--- src/rtl/fetch_pkg.sv ---
// Shared types and constants for the instruction fetch stage.
// Holds the fetch FSM state enum, the IF/ID payload struct, the NOP
// encoding used for bubbles and the PC / instruction widths.
package fetch_pkg;

    localparam int unsigned PC_W    = 32;
    localparam int unsigned INSTR_W = 32;

    localparam logic [INSTR_W-1:0] NOP_WORD = 32'h0000_0000;

    typedef enum logic {
        RUN  = 1'b0,
        HALT = 1'b1
    } fetch_state_e;

    // IF/ID pipeline register payload
    typedef struct packed {
        logic [INSTR_W-1:0] instr;
        logic [PC_W-1:0]    pc;
        logic [PC_W-1:0]    pc_plus1;
        logic               valid;
    } ifid_t;

    localparam ifid_t IFID_BUBBLE = '{
        instr:    NOP_WORD,
        pc:       '0,
        pc_plus1: '0,
        valid:    1'b0
    };

endpackage

--- src/rtl/pc_register.sv ---
// Program counter register with next-PC selection.
// Ports:
//   clk, rst          - clock, async active-high reset (loads RESET_PC)
//   i_redirect        - load i_redirect_pc (highest priority)
//   i_redirect_pc     - redirect target, word index
//   i_hold            - keep the current PC when not redirecting
//   o_pc              - registered PC (word index)
//   o_pc_plus1_c      - combinational PC+1, wraps modulo 2^32
module pc_register
    import fetch_pkg::*;
#(
    parameter logic [PC_W-1:0] RESET_PC = 32'h0000_0000
) (
    input  logic            clk,
    input  logic            rst,
    input  logic            i_redirect,
    input  logic [PC_W-1:0] i_redirect_pc,
    input  logic            i_hold,
    output logic [PC_W-1:0] o_pc,
    output logic [PC_W-1:0] o_pc_plus1_c
);

    logic [PC_W-1:0] r_pc;
    logic [PC_W-1:0] w_pc_next;
    logic [PC_W-1:0] w_pc_plus1;

    // Increment wraps naturally at the register width
    assign w_pc_plus1 = r_pc + PC_W'(1);

    // Next-PC mux: redirect, then hold, else sequential
    always_comb begin
        w_pc_next = r_pc;
        if (i_redirect) begin
            w_pc_next = i_redirect_pc;
        end else if (!i_hold) begin
            w_pc_next = w_pc_plus1;
        end
    end

    always_ff @(posedge clk or posedge rst) begin
        if (rst) begin
            r_pc <= RESET_PC;
        end else begin
            r_pc <= w_pc_next;
        end
    end

    assign o_pc         = r_pc;
    assign o_pc_plus1_c = w_pc_plus1;

endmodule

--- src/rtl/fetch_stage.sv ---
// Instruction fetch stage: PC, RUN/HALT FSM and the IF/ID register.
// Ports:
//   clk, rst        - clock, async active-high reset
//   stall           - hold PC and IF/ID
//   redirect        - taken branch/jump; load redirect_pc, bubble IF/ID
//   redirect_pc     - redirect target (word index)
//   imem_addr       - word address to instruction memory (equals PC)
//   imem_data       - combinational instruction memory read data
//   ifid_instr/pc/pc_plus1/valid - IF/ID register contents
//   halted          - FSM is in HALT
//   perf_fetch_cnt, perf_stall_cnt - saturating counters, present only
//                     when FETCH_PERF_CNT_EN is defined
module fetch_stage
    import fetch_pkg::*;
#(
    parameter logic [PC_W-1:0]    RESET_PC  = 32'h0000_0000,
    parameter logic [INSTR_W-1:0] HALT_WORD = 32'hFFFF_FFFF
) (
    input  logic               clk,
    input  logic               rst,
    input  logic               stall,
    input  logic               redirect,
    input  logic [PC_W-1:0]    redirect_pc,
    output logic [PC_W-1:0]    imem_addr,
    input  logic [INSTR_W-1:0] imem_data,
    output logic [INSTR_W-1:0] ifid_instr,
    output logic [PC_W-1:0]    ifid_pc,
    output logic [PC_W-1:0]    ifid_pc_plus1,
    output logic               ifid_valid,
    output logic               halted
`ifdef FETCH_PERF_CNT_EN
    ,
    output logic [31:0]        perf_fetch_cnt,
    output logic [31:0]        perf_stall_cnt
`endif
);

    fetch_state_e    r_state;
    fetch_state_e    w_state_nxt;
    ifid_t           r_ifid;
    ifid_t           w_ifid_nxt;
    logic            w_pc_redirect;
    logic            w_pc_hold;
    logic            w_fetch;
    logic [PC_W-1:0] w_pc;
    logic [PC_W-1:0] w_pc_plus1;

    pc_register #(
        .RESET_PC (RESET_PC)
    ) u_pc_register (
        .clk           (clk),
        .rst           (rst),
        .i_redirect    (w_pc_redirect),
        .i_redirect_pc (redirect_pc),
        .i_hold        (w_pc_hold),
        .o_pc          (w_pc),
        .o_pc_plus1_c  (w_pc_plus1)
    );

    // FSM state register
    always_ff @(posedge clk or posedge rst) begin
        if (rst) begin
            r_state <= RUN;
        end else begin
            r_state <= w_state_nxt;
        end
    end

    // Next state, PC control and IF/ID next value
    always_comb begin
        w_state_nxt   = r_state;
        w_pc_redirect = 1'b0;
        w_pc_hold     = 1'b1;
        w_ifid_nxt    = r_ifid;
        w_fetch       = 1'b0;
        case (r_state)
            RUN: begin
                if (redirect) begin
                    // Redirect beats stall and any HALT_WORD on the bus
                    w_pc_redirect = 1'b1;
                    w_ifid_nxt    = IFID_BUBBLE;
                end else if (!stall) begin
                    w_pc_hold           = 1'b0;
                    w_fetch             = 1'b1;
                    w_ifid_nxt.instr    = imem_data;
                    w_ifid_nxt.pc       = w_pc;
                    w_ifid_nxt.pc_plus1 = w_pc_plus1;
                    w_ifid_nxt.valid    = 1'b1;
                    if (imem_data == HALT_WORD) begin
                        w_state_nxt = HALT;
                    end
                end
            end
            HALT: begin
                if (redirect) begin
                    w_state_nxt   = RUN;
                    w_pc_redirect = 1'b1;
                    w_ifid_nxt    = IFID_BUBBLE;
                end else if (!stall) begin
                    w_ifid_nxt = IFID_BUBBLE;
                end
            end
            default: begin
                w_state_nxt = RUN;
            end
        endcase
    end

    // IF/ID pipeline register
    always_ff @(posedge clk or posedge rst) begin
        if (rst) begin
            r_ifid <= IFID_BUBBLE;
        end else begin
            r_ifid <= w_ifid_nxt;
        end
    end

    assign imem_addr     = w_pc;
    assign ifid_instr    = r_ifid.instr;
    assign ifid_pc       = r_ifid.pc;
    assign ifid_pc_plus1 = r_ifid.pc_plus1;
    assign ifid_valid    = r_ifid.valid;
    assign halted        = (r_state == HALT);

`ifdef FETCH_PERF_CNT_EN
    logic [31:0] r_perf_fetch_cnt;
    logic [31:0] r_perf_stall_cnt;

    // Saturating fetch and stall counters
    always_ff @(posedge clk or posedge rst) begin
        if (rst) begin
            r_perf_fetch_cnt <= '0;
            r_perf_stall_cnt <= '0;
        end else begin
            if (w_fetch && (r_perf_fetch_cnt != 32'hFFFF_FFFF)) begin
                r_perf_fetch_cnt <= r_perf_fetch_cnt + 32'(1);
            end
            if (stall && !redirect && (r_perf_stall_cnt != 32'hFFFF_FFFF)) begin
                r_perf_stall_cnt <= r_perf_stall_cnt + 32'(1);
            end
        end
    end

    assign perf_fetch_cnt = r_perf_fetch_cnt;
    assign perf_stall_cnt = r_perf_stall_cnt;
`endif

endmodule

--- config.mk ---
export PLATFORM = sky130hd
export DESIGN_NAME = fetch_stage
export DESIGN_NICKNAME = d
export VERILOG_FILES = /design/src/rtl/fetch_pkg.sv /design/src/rtl/pc_register.sv /design/src/rtl/fetch_stage.sv
export SDC_FILE = /design/constraint.sdc
export NUM_CORES = 1
export LEC_CHECK = 0
export ABC_AREA = 1
export CAP_MARGIN = 20
export CORE_MARGIN = 2
export CORE_UTILIZATION = 46
export CTS_CLUSTER_SIZE = 30
export DETAILED_ROUTE_END_ITERATION = 7
export GPL_TIMING_DRIVEN = 0
export PLACE_DENSITY = 0.81
export SLEW_MARGIN = 25
export SYNTH_ARGS = -nofsm -noshare
export SYNTH_HDL_FRONTEND = slang
export SYNTH_SLANG_ARGS = --single-unit
--- constraint.sdc ---
create_clock -name clk -period 4.5 [get_ports clk]
set_input_delay 0.45 -clock clk [delete_from_list [all_inputs] [get_ports clk]]
set_output_delay 0.45 -clock clk [all_outputs]
set_load 0.02 [all_outputs]
==> impl_summary.txt, run 1 <==
----------------------------------------------------
[Status]
  Run status ... finished clean

[Clocking]
  Level count of the clock H-tree ... 4
  Maximum clock insertion buffer count ... 2
  Number of instances resized during post-cts repair ... 0
  Root Buffer Master ... sky130_fd_sc_hd__clkbuf_16
  CTS Sinks ... 130
  Worst-Skew Late Latency ... 0.41 ns
  Number of buffers created by CTS ... 17
  Clock tree from TritonCTS ... built
  Post-CTS setup buffer count ... 0
  Post-CTS clock slew at the launch and capture registers of the worst setup and hold paths ... approximately 0.05 ns
  CTS Hold Bufs ... 0

[Timing]
  Number of hold violations in the final report ... 0
  Peak clock frequency supported by timing ... a little under 500 MHz
  Setup repair after global routing missed its margin ... false
  Setup violation total in the final timing report ... 0
  Total count of max-transition violations in the final report ... 0
  Actual transition at the worst max-transition pin ... ~0.66 ns
  Clock period minus worst slack ... 2.05 ns
  Max transition margin ... a little under three fifths
  Final sum of negative setup slack ... 0 ns
  Clk_skew ... between 0.009 and 0.01 ns
  Worst hold-check slack ... about 0.44 ns
  Period utilisation layout ... 45.6%

[Synthesis]
  Register area share after synthesis ... about 56%
  Synth cell types ... 29
  Synthesized area per cell ... 9.20 um2
  Post-synthesis register bit count ... between 100 and 150
  Number of warning messages in the yosys log ... 0
  Top cell type's share of synthesized area ... a little under three fifths
  Leading cell types by total area after synthesis ... sky130_fd_sc_hd__dfrtp_1 56%, sky130_fd_sc_hd__nand2_1 14%, sky130_fd_sc_hd__a22o_1 5.0%
  Mapped Area ... 5800 um2
  Syn Inst Count ... 630
  Largest area contributor in the synthesized netlist ... sky130_fd_sc_hd__dfrtp_1
  Number of nets produced by synthesis ... 699

[Setup path]
  Req. time, crit path ... about 4 ns
  Endpoint arrival time on the critical path ... 1.60 ns
  Start-to-end type of the worst setup path ... reg -> out
  Crit path buf inv count ... 1
  Longest individual stage delay on the worst path ... approximately 0.7 ns
  Dominant delay contributor by cell family on the critical path ... buffers and inverters
  Maximum fanout encountered on the critical timing path ... 7
  Max stage delay cell, worst path ... sky130_fd_sc_hd__clkdlybuf4s50_1
  Endpoint type of the worst setup path ... primary output
  Startpoint types ... flip-flop
  Critical path, cell by cell ... clkdlybuf4s50_1

[GRT]
  First-pass GRT wire length ... a little under 30 mm
  Vias in the first global route ... ~5600
  Most used routing layer ... met2
  Initial antenna violation count ... 0
  Met2 Resource Use GR ... approximately 46%
  Met3 demand-to-capacity share in global routing ... around 5.9%
  Met1 Resource Use GR ... a little under two fifths
  Residual overflow from global routing ... 0
  Maximum number of pins on one net before global-route repair ... 85
  Overall track demand over capacity in global routing ... 28.5%

[Layout]
  Most used cells in the layout excluding fill and tap cells ... 211 x sky130_fd_sc_hd__nand2_1, 196 x sky130_fd_sc_hd__clkdlybuf4s50_1, 130 x sky130_fd_sc_hd__dfrtp_1
  Final standard cell count with taps included and fillers excluded ... between 1000 and 1500
  Combined area of the multi-input logic cells ... ~2300 um2
  N_diodes ... 0
  Leading cell type in the layout, fill and taps excluded ... sky130_fd_sc_hd__nand2_1
  Area delta synth->final ... 48.0%
  NumNets Final ... ~920
  Number of filler cells placed in the layout ... roughly 950
  Register area ... between 3000 and 4000 um2
  Share of layout cells above drive strength 1 ... 9.20%

[Drt]
  Via Count ... about 5600
  Count of TritonRoute iterations in the first routing pass ... 5
  Antenna viol nets, final ... 0
  Drt wl/cell ... 18.3 um
  Detailed router's first-iteration violation count ... approximately 590
  Post-detailed-routing wire length ... 18.9 mm
  Post-route DRC violation count ... 0
  Number of vias per cell after detailed routing ... roughly 5.5

[Die]
  Placement row count ... ~40
  Number of ports placed on the die boundary ... around 200
  Standard cell core area ... 12500 um2
  Area enclosed by the die boundary ... 13500 um2
  Die boundary width ... 116 um
  Vertical extent of the die ... around 120 um
  Starting utilization of the core area ... between 40% and 50%

[Placed design]
  Count of input and output buffers ... 196
  Final weighted congestion in routability-driven placement ... between 0.9 and 1
  Detailed placement HPWL ... ~14 mm
  Cell Count Post-Placement ... around 1000

[Pwr]
  Worst VDD drop ... about 0.00022 V
  Leakage ... between 4 and 5 nW
  Power per unit of standard cell area ... between 300 and 400 nW/um2

[Min path]
  Type of the worst min-delay path ... in -> async

[Flow run]
  Max-cap violation count ... 0

----------------------------------------------------
==> layout make-up <==
| cell class | count | share of cell area [%] |
|---|---|---|
| clock inverters | 9 | 1.22 |
| plain buffers | 24 | 1.44 |
| well taps | 172 | 2.51 |
| flip-flops and latches | 130 | 37.9 |
| multi-input cells | 437 | 26.4 |
| repair buffers | 197 | 23.2 |
| clock buffers | 23 | 5.45 |
| inverters | 39 | 1.85 |
==> power by group <==
| part | switching, mW | internal [mW] |
|---|---|---|
| registers | 0.106 | 1.26 |
| logic | 0.359 | 0.292 |
| clock network | 0.496 | 0.843 |
==> cell usage after synthesis <==
| cell | number |
|---|---|
| sky130_fd_sc_hd__o21ai_0 | 35 |
| sky130_fd_sc_hd__o211ai_1 | 4 |
| sky130_fd_sc_hd__inv_2 | 2 |
| sky130_fd_sc_hd__nand2_2 | 5 |
| sky130_fd_sc_hd__nand2_4 | 4 |
| sky130_fd_sc_hd__nor2_8 | 2 |
| sky130_fd_sc_hd__nor2_4 | 10 |
| sky130_fd_sc_hd__a21oi_1 | 7 |
| sky130_fd_sc_hd__nand3_2 | 3 |
| sky130_fd_sc_hd__nand2_1 | 211 |
| sky130_fd_sc_hd__nor2_2 | 3 |
| sky130_fd_sc_hd__clkbuf_1 | 7 |
| sky130_fd_sc_hd__or2_2 | 1 |
| sky130_fd_sc_hd__nor2_1 | 33 |
| sky130_fd_sc_hd__buf_6 | 2 |
| sky130_fd_sc_hd__and2_1 | 2 |
| sky130_fd_sc_hd__nand4_1 | 7 |
| sky130_fd_sc_hd__inv_4 | 2 |
| sky130_fd_sc_hd__ha_1 | 1 |
| sky130_fd_sc_hd__o21ai_1 | 1 |
| sky130_fd_sc_hd__nor3b_1 | 1 |
| sky130_fd_sc_hd__nand3_1 | 44 |
| sky130_fd_sc_hd__dfrtp_1 | 130 |
| sky130_fd_sc_hd__buf_2 | 15 |
| sky130_fd_sc_hd__inv_1 | 35 |
| sky130_fd_sc_hd__and3_1 | 1 |
| sky130_fd_sc_hd__a32o_1 | 6 |
| sky130_fd_sc_hd__a22oi_1 | 23 |
| sky130_fd_sc_hd__a22o_1 | 33 |
==> through the flow <==
stage	total power, mW	setup slack (ns)	cell area, um2	utilization, %
6_report	3.36	2.45	8580	68.9
5_1_grt	3.48	2.40	8580	68.9
4_1_cts	3.37	2.45	8580	68.9
3_5_place_dp	2.03	2.19	8010	64.3
3_3_place_gp	2.01	-0.960	7980	64.0
2_1_floorplan	1.68	0.581	5800	-
==> final timing paths <==
path | start | end | slack [ns] | cells after the start
setup / recovery | u_pc_register.o_pc[10] | imem_addr[10] | 2.45 | 1
hold / removal | rst | ifid_instr[0] | 0.44 | 2
setup reg to reg | u_pc_register.o_pc[18] | u_pc_register.o_pc[27] | 2.86 | 7
hold reg to reg | ifid_pc_plus1[0] | ifid_pc_plus1[0] | 0.48 | 2
max in group asynchronous | rst | ifid_instr[27] | 3.33 | 3
min in group clk | ifid_pc_plus1[0] | ifid_pc_plus1[0] | 0.48 | 2
==> sequential cells by signal, indices dropped and copies added, names as in the netlist <==
register,flops
halted,1
ifid_pc,32
ifid_valid,1
ifid_instr,32
ifid_pc_plus1,32
u_pc_register.o_pc,32
==> metal layers <==
| layer | vias up | share of wire, % |
|---|---|---|
| met2 | 268 | 48 |
| met3 | 44 | 7.6 |
| met4 | 0 | 3.1 |
| met5 | - | 0 |
| met1 | 2779 | 42 |
| li1 | 2557 | - |
==> logic make-up after synthesis <==
family,count (synthesis),synth area share (%)
AO/OA/AOI/OAI,109,13.2
adder cells (fa/ha/maj),1,0.216
buffers and inverters,63,4.75
flip-flops,130,56.1
AND/OR/NAND/NOR,327,25.7
Note: power is estimated with default switching activity, not from simulation.
==> run 2, diff against run 1 <==
clock period = 1.9 ns   (was 4.5 ns; I/O delays follow)
==> run 2 against run 1 <==
Total power grew 140%. Clock-buffer cell count shrank 3. Die area is the same. Critical endpoint is now imem_addr[12]. Wire length grew 0.20%. Critical path depth is the same. Combinational power grew 140%. Worst setup slack lost 2.3 ns. Sequential cell count is the same. Register-to-register slack lost 2.6 ns.
==> impl_summary.txt, run 2 (synthesized netlist as in run 1, its figures left out) <==
----------------------------------------------------
[Status]
  Run status ... finished clean

[Pwr]
  Clock power frac ... 41.4%
  Net switching fraction of the power ... 28.8%
  Part of the total power dissipated in combinational logic ... a little under a fifth
  Fraction of power consumed by sequential logic ... 39.6%
  Overall power of the completed layout ... about 8 mW
  Worst VDD drop ... approximately 0.00056 V
  Leakage ... between 4 and 5 nW
  Switching power summed over all nets ... approximately 2.4 mW
  Power per unit of standard cell area ... ~940 nW/um2
  Design internal power ... approximately 5.8 mW

[Die]
  Placement row count ... 41
  Die boundary width ... approximately 120 um
  Number of ports placed on the die boundary ... between 150 and 200
  Starting utilization of the core area ... a little under half
  Vertical extent of the die ... between 100 and 150 um
  Standard cell core area ... ~12000 um2
  Area enclosed by the die boundary ... about 14000 um2

[Clocking]
  Number of buffers created by CTS ... 17
  Worst-Skew Late Latency ... roughly 0.43 ns
  Number of instances resized during post-cts repair ... 0
  Level count of the clock H-tree ... 4
  Post-CTS setup buffer count ... 0
  CTS Sinks ... 130
  CTS Hold Bufs ... 0
  Maximum clock insertion buffer count ... 2
  Root Buffer Master ... sky130_fd_sc_hd__clkbuf_16
  Post-CTS clock slew at the launch and capture registers of the worst setup and hold paths ... approximately 0.06 ns
  Clock tree from TritonCTS ... built

[Timing]
  Period utilisation layout ... 94.7%
  Number of hold violations in the final report ... 0
  Setup repair after global routing missed its margin ... false
  Clock period minus worst slack ... 1.80 ns
  Peak clock frequency supported by timing ... 556 MHz
  Fin worst setup slack ... 0.101 ns
  Max transition margin ... roughly 53%
  Total count of max-transition violations in the final report ... 0
  Actual transition at the worst max-transition pin ... about 0.7 ns
  Setup violation total in the final timing report ... 0
  Clk_skew ... 0.00982 ns

[Placed design]
  Final weighted congestion in routability-driven placement ... 0.879
  Detailed placement HPWL ... between 10 and 15 mm
  Count of input and output buffers ... 196
  Worst slack after detailed placement ... -0.157 ns

[Flow run]
  Max-cap violation count ... 0

[GRT]
  Residual overflow from global routing ... 0
  Overall track demand over capacity in global routing ... 28.6%
  Maximum number of pins on one net before global-route repair ... 33
  First-pass GRT wire length ... 29.1 mm
  Vias in the first global route ... around 5400
  Initial antenna violation count ... 0

[Layout]
  Number of filler cells placed in the layout ... a little over 900
  N_diodes ... 0
  Final cell utilization of the core ... a little under 70%
  Register area ... ~3300 um2
  Leading cell type in the layout, fill and taps excluded ... sky130_fd_sc_hd__nand2_1
  Area delta synth->final ... 49.7%
  Share of layout cells above drive strength 1 ... approximately 10%
  Most used cells in the layout excluding fill and tap cells ... 211 x sky130_fd_sc_hd__nand2_1, 196 x sky130_fd_sc_hd__clkdlybuf4s50_1, 130 x sky130_fd_sc_hd__dfrtp_1
  NumNets Final ... about 920
  Combined area of the multi-input logic cells ... roughly 2300 um2

[Setup path]
  Endpoint type of the worst setup path ... primary output
  Worst setup slack for register-to-register paths ... ~0.22 ns
  Crit path buf inv count ... 1
  Longest individual stage delay on the worst path ... 0.67 ns
  Endpoint arrival time on the critical path ... roughly 1.6 ns
  Worst reg2reg endpoint ... u_pc_register.o_pc[27]
  Start-to-end type of the worst setup path ... reg -> out
  Depth of the worst register-to-register path ... 7
  Beginning of the worst register-to-register path ... u_pc_register.o_pc[18]
  Critical path, cell by cell ... clkdlybuf4s50_1
  Dominant delay contributor by cell family on the critical path ... buffers and inverters
  Req. time, crit path ... ~1.7 ns
  Startpoint types ... flip-flop
  Max stage delay cell, worst path ... sky130_fd_sc_hd__clkdlybuf4s50_1
  Maximum fanout encountered on the critical timing path ... 7

[Drt]
  Count of TritonRoute iterations in the first routing pass ... 5
  Drt wl/cell ... 18.3 um
  Detailed router's first-iteration violation count ... between 500 and 600
  Via Count ... 5581
  Post-detailed-routing wire length ... between 15 and 20 mm
  Number of vias per cell after detailed routing ... between 5 and 6
  Antenna viol nets, final ... 0
  Post-route DRC violation count ... 0

[Min path]
  Type of the worst min-delay path ... in -> async

----------------------------------------------------
[run 2: cell count changes in the layout (fill, tap and decap cells not counted), sizes merged]
cell	change
clkbuf	-3
clkinvlp	+3
bufinv	+1
clkinv	-1
buf	+3
[run 2: cell type report]
cell class              instances  area share, %
clock inverters                12           1.77
flip-flops and latches        130           37.5
well taps                     172           2.48
clock buffers                  20           5.26
inverters                      39           1.79
repair buffers                200           23.6
plain buffers                  24           1.43
multi-input cells             437           26.2
[run 2: worst max path at each step]
| stage | start | to | cells past startpoint | slack, ns |
|---|---|---|---|---|
| 5_1_grt | u_pc_register.o_pc[10] | imem_addr[10] | 1 | 0.05 |
| 3_5_place_dp | stall | ifid_pc_plus1[10] | 6 | -0.16 |
| 2_1_floorplan | rst | halted | 1 | 0.10 |
| 4_1_cts | u_pc_register.o_pc[10] | imem_addr[10] | 1 | 0.11 |
| 6_report | u_pc_register.o_pc[12] | imem_addr[12] | 1 | 0.10 |
| 3_3_place_gp | rst | ifid_pc_plus1[19] | 2 | -0.97 |
[run 2: per-layer routing]
metal / share of wire (%) / track usage [%]
met3: 6.9 / 4.98
met5: 0 / 0
met2: 49 / 47.1
met1: 42 / 38.1
met4: 2.3 / 10.9
[run 2: metrics by stage]
stage / setup TNS [ns] / hold slack (ns) / instance area [um2] / cells
after CTS: 0 / 0.180 / 8680 / 1034
after detailed placement: -1.50 / 0.466 / 8070 / 1002
after floorplan: 0 / 0.323 / 5800 / 630
after global routing: 0 / 0.221 / 8680 / 1034
final: 0 / 0.185 / 8680 / 1034
after global placement: -125.90 / 0.463 / 7980 / 998
[run 2: power groups by stage]
| stage | clock network [mW] | registers, mW | logic [mW] |
|---|---|---|---|
| detailed placement | 0 | 3.28 | 1.55 |
| global route | 3.52 | 3.27 | 1.67 |
| CTS | 3.41 | 3.23 | 1.56 |
| global placement | 0 | 3.27 | 1.50 |
| floorplan | 0 | 3.50 | 0.469 |
| finish | 3.39 | 3.24 | 1.56 |
